$ cat src/rtl/xpar_uart_tx.sv
// xpar_uart_tx: memory-mapped 8N1 UART transmitter behind the xtop parallel bus, with an 8-entry TX FIFO.
// Latency: the start bit drives txd one clock after the push cycle; each bit lasts DIV clocks (DIV 0/1 -> 1).
// Backpressure: none on the bus; a push into a full FIFO is dropped, and firmware polls STATUS.full/empty/busy.
//
// Ports:
//   clk       system clock
//   rst       asynchronous reset, active low
//   par_addr  register address; only [1:0] decoded (0 DATA, 1 STATUS, 2 DIV, 3 CTRL)
//   par_we    write strobe, sampled on posedge clk
//   par_in    write data
//   par_out   read data, combinational decode of par_addr
//   txd       serial line, idle high
//   tx_irq    registered: FIFO empty and shifter idle
//
// Optional build macro XPAR_UART_PARITY_EN: adds a parity bit (CTRL bit2: 1 odd, 0 even),
// giving 11-bit frames. Without it frames are 10 bits and CTRL bit2 reads 0.

`timescale 1ns/1ps

module xpar_uart_tx #(
  parameter int unsigned DATA_W          = 32,
  parameter int unsigned PADDR_W         = 8,
  parameter int unsigned FIFO_DEPTH_LOG2 = 3,
  parameter logic [15:0] DIV_RST         = 16'd868
) (
  input  logic               clk,
  input  logic               rst,
  input  logic [PADDR_W-1:0] par_addr,
  input  logic               par_we,
  input  logic [DATA_W-1:0]  par_in,
  output logic [DATA_W-1:0]  par_out,
  output logic               txd,
  output logic               tx_irq
);

  localparam int unsigned DEPTH = 1 << FIFO_DEPTH_LOG2;
  localparam int unsigned CNT_W = FIFO_DEPTH_LOG2 + 1;

  typedef enum logic [2:0] {
    S_IDLE,
    S_START,
    S_DATA,
    S_PARITY,
    S_STOP
  } state_t;

  // ------------------------------------------------------------------
  // Register decode
  // ------------------------------------------------------------------
  logic [1:0] reg_sel;
  logic       wr_data;
  logic       wr_div;
  logic       wr_ctrl;

  assign reg_sel = par_addr[1:0];
  assign wr_data = par_we && (reg_sel == 2'd0);
  assign wr_div  = par_we && (reg_sel == 2'd2);
  assign wr_ctrl = par_we && (reg_sel == 2'd3);

  // Bus bits that carry no register content.
  logic unused_bits;
  assign unused_bits = ^{par_addr[PADDR_W-1:2], par_in[DATA_W-1:16]};

  // ------------------------------------------------------------------
  // Configuration registers
  // ------------------------------------------------------------------
  logic [15:0] div_q;
  logic [15:0] div_d;
  logic        tx_en_q;

  assign div_d = wr_div ? par_in[15:0] : div_q;

  always_ff @(posedge clk or negedge rst) begin
    if (!rst) begin
      div_q   <= DIV_RST;
      tx_en_q <= 1'b1;
    end else begin
      if (wr_div)  div_q   <= par_in[15:0];
      if (wr_ctrl) tx_en_q <= par_in[0];
    end
  end

`ifdef XPAR_UART_PARITY_EN
  logic parity_odd_q;

  always_ff @(posedge clk or negedge rst) begin
    if (!rst) begin
      parity_odd_q <= 1'b0;
    end else if (wr_ctrl) begin
      parity_odd_q <= par_in[2];
    end
  end
`endif

  // ------------------------------------------------------------------
  // TX FIFO
  // ------------------------------------------------------------------
  logic [7:0]                 fifo_mem [DEPTH];
  logic [FIFO_DEPTH_LOG2-1:0] wptr_q;
  logic [FIFO_DEPTH_LOG2-1:0] rptr_q;
  logic [CNT_W-1:0]           count_q;
  logic [CNT_W-1:0]           count_d;
  logic [7:0]                 fifo_rdata;
  logic                       full;
  logic                       empty;
  logic                       flush;
  logic                       push;
  logic                       pop;
  state_t                     state_q;

  assign full       = (count_q == CNT_W'(DEPTH));
  assign empty      = (count_q == '0);
  assign flush      = wr_ctrl && par_in[1];
  // Flush wins over anything else touching the FIFO in the same cycle.
  assign push       = wr_data && !full && !flush;
  assign pop        = (state_q == S_IDLE) && !empty && tx_en_q && !flush;
  assign fifo_rdata = fifo_mem[rptr_q];

  always_comb begin
    count_d = count_q;
    if (flush) begin
      count_d = '0;
    end else if (push && !pop) begin
      count_d = count_q + 1'b1;
    end else if (pop && !push) begin
      count_d = count_q - 1'b1;
    end
  end

  always_ff @(posedge clk or negedge rst) begin
    if (!rst) begin
      wptr_q  <= '0;
      rptr_q  <= '0;
      count_q <= '0;
    end else begin
      count_q <= count_d;
      if (flush) begin
        wptr_q <= '0;
        rptr_q <= '0;
      end else begin
        if (push) wptr_q <= wptr_q + 1'b1;
        if (pop)  rptr_q <= rptr_q + 1'b1;
      end
    end
  end

  // Storage needs no reset: count gates every read.
  always_ff @(posedge clk) begin
    if (push) fifo_mem[wptr_q] <= par_in[7:0];
  end

  // ------------------------------------------------------------------
  // Baud timing and shifter FSM
  // ------------------------------------------------------------------
  logic [15:0] cnt_q;
  logic [15:0] div_act_q;   // divisor in force for the current bit
  logic [15:0] div_eff;
  logic        bit_end;
  logic [7:0]  shift_q;
  logic [2:0]  bit_idx_q;
  logic        txd_q;
  logic        tx_irq_q;
  logic        busy;
`ifdef XPAR_UART_PARITY_EN
  logic        par_bit_q;
`endif

  assign div_eff = (div_act_q < 16'd2) ? 16'd1 : div_act_q;
  // >= keeps a shrinking divisor from stranding the counter past its terminal value.
  assign bit_end = (cnt_q >= (div_eff - 16'd1));
  assign busy    = (state_q != S_IDLE);

  always_ff @(posedge clk or negedge rst) begin
    if (!rst) begin
      state_q   <= S_IDLE;
      txd_q     <= 1'b1;
      tx_irq_q  <= 1'b1;
      cnt_q     <= '0;
      div_act_q <= DIV_RST;
      shift_q   <= '0;
      bit_idx_q <= '0;
`ifdef XPAR_UART_PARITY_EN
      par_bit_q <= 1'b0;
`endif
    end else begin
      tx_irq_q <= empty && (state_q == S_IDLE);

      if (state_q == S_IDLE) begin
        txd_q <= 1'b1;
        if (pop) begin
          state_q   <= S_START;
          txd_q     <= 1'b0;
          shift_q   <= fifo_rdata;
          cnt_q     <= '0;
          bit_idx_q <= '0;
          // A divisor written in this very cycle already applies to the start bit.
          div_act_q <= div_d;
`ifdef XPAR_UART_PARITY_EN
          par_bit_q <= (^fifo_rdata) ^ parity_odd_q;
`endif
        end
      end else if (!bit_end) begin
        cnt_q <= cnt_q + 16'd1;
      end else begin
        // Bit boundary: restart the count and pick up any new divisor.
        cnt_q     <= '0;
        div_act_q <= div_d;
        case (state_q)
          S_START: begin
            state_q <= S_DATA;
            txd_q   <= shift_q[0];
          end
          S_DATA: begin
            if (bit_idx_q == 3'd7) begin
`ifdef XPAR_UART_PARITY_EN
              state_q <= S_PARITY;
              txd_q   <= par_bit_q;
`else
              state_q <= S_STOP;
              txd_q   <= 1'b1;
`endif
            end else begin
              bit_idx_q <= bit_idx_q + 3'd1;
              shift_q   <= shift_q >> 1;
              txd_q     <= shift_q[1];
            end
          end
`ifdef XPAR_UART_PARITY_EN
          S_PARITY: begin
            state_q <= S_STOP;
            txd_q   <= 1'b1;
          end
`endif
          default: begin
            // End of stop bit: one IDLE evaluation before any next frame.
            state_q <= S_IDLE;
            txd_q   <= 1'b1;
          end
        endcase
      end
    end
  end

  assign txd    = txd_q;
  assign tx_irq = tx_irq_q;

  // ------------------------------------------------------------------
  // Read mux
  // ------------------------------------------------------------------
  logic [7:0] status_bits;
  logic [2:0] ctrl_bits;
  logic [3:0] count4;

  assign count4      = 4'(count_q);
  assign status_bits = {count4, 1'b0, busy, empty, full};
`ifdef XPAR_UART_PARITY_EN
  assign ctrl_bits   = {parity_odd_q, 1'b0, tx_en_q};
`else
  assign ctrl_bits   = {2'b00, tx_en_q};
`endif

  always_comb begin
    par_out = '0;
    case (reg_sel)
      2'd1:    par_out = DATA_W'(status_bits);
      2'd2:    par_out = DATA_W'(div_q);
      2'd3:    par_out = DATA_W'(ctrl_bits);
      default: par_out = '0;
    endcase
  end

endmodule

$ cat config.mk
export PLATFORM = sky130hd
export DESIGN_NAME = xpar_uart_tx
export DESIGN_NICKNAME = d
export VERILOG_FILES = /design/src/rtl/xpar_uart_tx.sv
export SDC_FILE = /design/constraint.sdc
export NUM_CORES = 1
export LEC_CHECK = 0
export CAP_MARGIN = 20
export CORE_UTILIZATION = 57
export CTS_CLUSTER_DIAMETER = 40
export DETAILED_ROUTE_END_ITERATION = 10
export HOLD_SLACK_MARGIN = 0.06
export PLACE_DENSITY = 0.81
export SLEW_MARGIN = 30
export SYNTH_ARGS = -nofsm -noshare
export SYNTH_HDL_FRONTEND = slang
export SYNTH_SLANG_ARGS = --single-unit
$ cat constraint.sdc
create_clock -name clk -period 5.2 [get_ports clk]
set_input_delay 0.78 -clock clk [delete_from_list [all_inputs] [get_ports clk]]
set_output_delay 0.78 -clock clk [all_outputs]
set_load 0.03 [all_outputs]
==> flow_summary.json, run 1 <==
{
  "status": "finished with violations",
  "violations": "design-rule violations",
  "synth_top_area_share_pct": 27.9,
  "final.setup.tns_ps": 0,
  "r2r_slack_ps": 410,
  "core_area_um2": 11600,
  "drc": 3,
  "slew_viol_final": 0,
  "die_w_um": 112,
  "cts.sinks": 139,
  "postSynthCellCount": 554,
  "critPathLaunch": "div_act_q[10]$_DFFE_PN0P_",
  "grt_setup_unrepaired": "no",
  "wl_per_cell_um": 18.8,
  "final-hold-violation-count": 0,
  "async_reset_ff_share_pct": 54.0,
  "cts_buffers": 17,
  "p_leak_uw": 0.00307,
  "endpoint": "shift_q[6]$_DFFE_PN0P_",
  "tightestPinTransition_ps": 865,
  "r2r-start": "div_act_q[10]$_DFFE_PN0P_",
  "r2r_cells": 16,
  "viasPerCell": 6.14,
  "fillCellCount": 776,
  "areaGrowthSynthToFinish_pct": 15.3,
  "cts_tree": "built",
  "synthFlopType": "edfxtp_1",
  "fin_cells": 755,
  "grt_usage_pct": 24.7,
  "synth-edff-count": 64,
  "nets": 667,
  "finish.utilization_pct": 68.4,
  "port_buffers": 38,
  "drv_cap": 0,
  "post-route-period-util_pct": 92.1,
  "clkTransAtPathRegs_ps": 60,
  "combPwrFrac_pct": 30.8,
  "cp_max_fo": 8,
  "synth.area.top_cells": "edfxtp_1 (28%), dfrtp_1 (23%), mux4_2 (5.2%), mux2_2 (5.1%), dfstp_2 (5.0%)",
  "synth.distinct_cells": 56,
  "row_count": 39,
  "grt-ovfl-total": 0,
  "drive_gt1_share_pct": 19.8,
  "synth_seq_cells": 139,
  "antenna_cells": 0,
  "dieArea_um2": 12500,
  "synth_area_leader_cell": "edfxtp_1",
  "grt_pass1_wl_mm": 23.5,
  "regArea_um2": 3820,
  "drt_iter0_markers": 356,
  "max-slew-margin-rel_pct": 42.3,
  "p_switching_uw": 1340,
  "hp-class": "input port to asynchronous set/reset pin",
  "grt_start_max_net_pins": 76,
  "drtPass1Iterations": 10,
  "gp_congestion": 0.862,
  "placed_cells": 721,
  "cp.required_ps": 5500,
  "ys_warn_count": 0,
  "p_sw_share_pct": 33.7,
  "drt_wl_total_mm": 14.2,
  "clock_skew_ps": 7.81,
  "vdd_drop_max_uv": 371,
  "yosysSeqAreaShare_pct": 55.3,
  "antenna_left": 0,
  "p_per_area_nw_per_um2": 502,
  "cp-start-kind": "flip-flop",
  "grt_antenna_before_repair": 0,
  "fp.dieH_um": 112,
  "grt_pass1_vias": 4699,
  "syn_area_um2": 6900,
  "cts_root_buf": "clkbuf_16",
  "min_period_ps": 4790,
  "max_freq_mhz": 209,
  "clock_path_buffers": 2,
  "cts-htree-levels": 4,
  "setup_viol": 0,
  "path_class": "flip-flop to flip-flop",
  "r2r-end": "shift_q[6]$_DFFE_PN0P_",
  "avgSynthCellArea_um2": 12.4,
  "p_int_uw": 2650,
  "vias": 4636,
  "clkPwrFrac_pct": 27.7,
  "multi_input_area_um2": 2890,
  "seqPwrFrac_pct": 41.5,
  "insertion_delay_ps": 420,
  "dp_hpwl_mm": 9.58,
  "start_util_pct": 59.4,
  "cp-end-kind": "flip-flop",
  "io-pin-count": 77,
  "crit_arrival_ps": 5090
}
registers in the layout (all words and copies together) (netlist names):
name / flops
shift_q: 8
rptr_q: 3
fifo_mem: 64
state_q: 3
bit_idx_q: 3
count4: 4
div_q: 16
cnt_q: 16
tx_en_q: 1
tx_irq: 1
div_act_q: 16
txd: 1
wptr_q: 3
placed cells by master, fill, tap and decap left out, drive strengths merged, types with 3 or more instances in the layout:
master / Yosys / routed
mux2i: 13 / 13
xnor2: 11 / 11
a21oi: 29 / 29
clkinv: 0 / 6
mux2: 40 / 40
and2: 11 / 11
nor2b: 3 / 3
a31oi: 3 / 3
nand3: 20 / 20
nor3: 14 / 14
nand4: 4 / 4
clkbuf: 14 / 21
and3: 4 / 4
or4: 4 / 4
a21o: 5 / 5
inv: 15 / 17
nor4: 7 / 7
o21ai: 19 / 19
mux4: 16 / 16
xor2: 6 / 6
clkdlybuf4s50: 0 / 37
o31ai: 4 / 4
conb: 1 / 16
ha: 24 / 24
nor2: 40 / 40
edfxtp: 64 / 64
nand2: 47 / 47
buf: 23 / 11
dfrtp: 62 / 62
nand2b: 6 / 6
dfstp: 13 / 13
a22o: 11 / 11
critical path: stages, from the launching register on:
cell and delay (ps):
dfrtp_1 410, or4_1 600, or4_1 510, nor4b_2 300
a21oi_1 170, ha_1 270, nand2_1 140, nor2_1 80
xnor2_1 120, ha_1 300, nand4_1 150, o21bai_1 110
or3_1 410, o31a_1 330, o211ai_1 200, buf_4 200
mux2_2 350
stage by stage:
step                      power, uW  hold slack, ps  instance area (um^2)  setup WS (ps)
after floorplan                2520             457                  6950            642
after global placement         2780             474                  7380            204
after detailed placement       2860             479                  7380           50.5
after CTS                      3990             486                  7940            340
after global routing           4200             446                  7950            129
final                          3990             343                  7950            412
how the worst min path moves through the flow:
stage | endpoint | cells after the start | start
2_1_floorplan | shift_q[7]$_DFFE_PN0P_ | 1 | shift_q[7]$_DFFE_PN0P_
3_3_place_gp | shift_q[7]$_DFFE_PN0P_ | 1 | shift_q[7]$_DFFE_PN0P_
3_5_place_dp | txd$_DFFE_PN1P_ | 2 | txd$_DFFE_PN1P_
4_1_cts | txd$_DFFE_PN1P_ | 2 | txd$_DFFE_PN1P_
5_1_grt | cnt_q[7]$_DFFE_PN0N_ | 1 | rst
6_report | cnt_q[10]$_DFFE_PN0N_ | 1 | rst
power groups by stage:
stage / registers [uW] / clock network [uW] / logic [uW]
6_report: 1660 / 1100 / 1230
5_1_grt: 1690 / 1160 / 1360
4_1_cts: 1650 / 1120 / 1230
3_5_place_dp: 1660 / 0 / 1200
3_3_place_gp: 1640 / 0 / 1140
2_1_floorplan: 1530 / 0 / 984
area by class of cell:
| class | count | area share (%) |
|---|---|---|
| Sequential cell | 139 | 48.0 |
| Multi-Input combinational cell | 378 | 36.3 |
| Timing Repair Buffer | 48 | 5.90 |
| Clock buffer | 21 | 5.54 |
| Tap cell | 143 | 2.25 |
| Clock inverter | 11 | 1.26 |
| Inverter | 15 | 0.708 |
Yosys cell counts, drive strengths merged, types with 2 or more instances:
cell    count
nor2       40
edfxtp     64
dfstp      13
mux4       16
nand2b      6
dfrtp      62
nor4b       2
a21o        5
ha         24
a21oi      29
nand2      47
nand3      20
clkbuf     14
and2       11
a31oi       3
or4         4
mux2i      13
and3        4
o21ai      19
buf        23
nor2b       3
a22o       11
mux2       40
nor3       14
xor2        6
inv        15
o31ai       4
o21a        2
nand4       4
xnor2      11
a22oi       2
nor4        7
per-layer routing:
metal,wire length [um],GRT usage [%]
met1,6180,33.0
met2,6960,39.4
met3,775,6.37
met4,295,8.80
met5,0,0
timing repair:
item / in CTS / in global routing
setup buffers: 2 / 0
hold buffers: 0 / 0
setup endpoints to repair: 7 / 12
pin swaps: 1 / 0
cloned: 0 / 0
gates resized for setup: 0 / 1
cell families (layout without fill, tap and decap cells):
kind of cell	after synthesis	in the layout	synth area share (%)
AOI/OAI and AO/OA	83	83	7.57
buffers and inverters	52	95	3.94
adders and majority gates	25	25	4.65
and+or+nand+nor	168	168	12.2
xor gates and xnor gates	17	17	2.16
muxes	69	69	14.1
other	1	16	0.0544
DFF	139	139	55.3
(Power assumes the default switching activity.)
==> run 2: changes to the inputs <==
GPL_ROUTABILITY_DRIVEN = 0   (was unset)
==> results of run 2 <==
The final DEF is identical to that of run 1; final timing and power are the same.
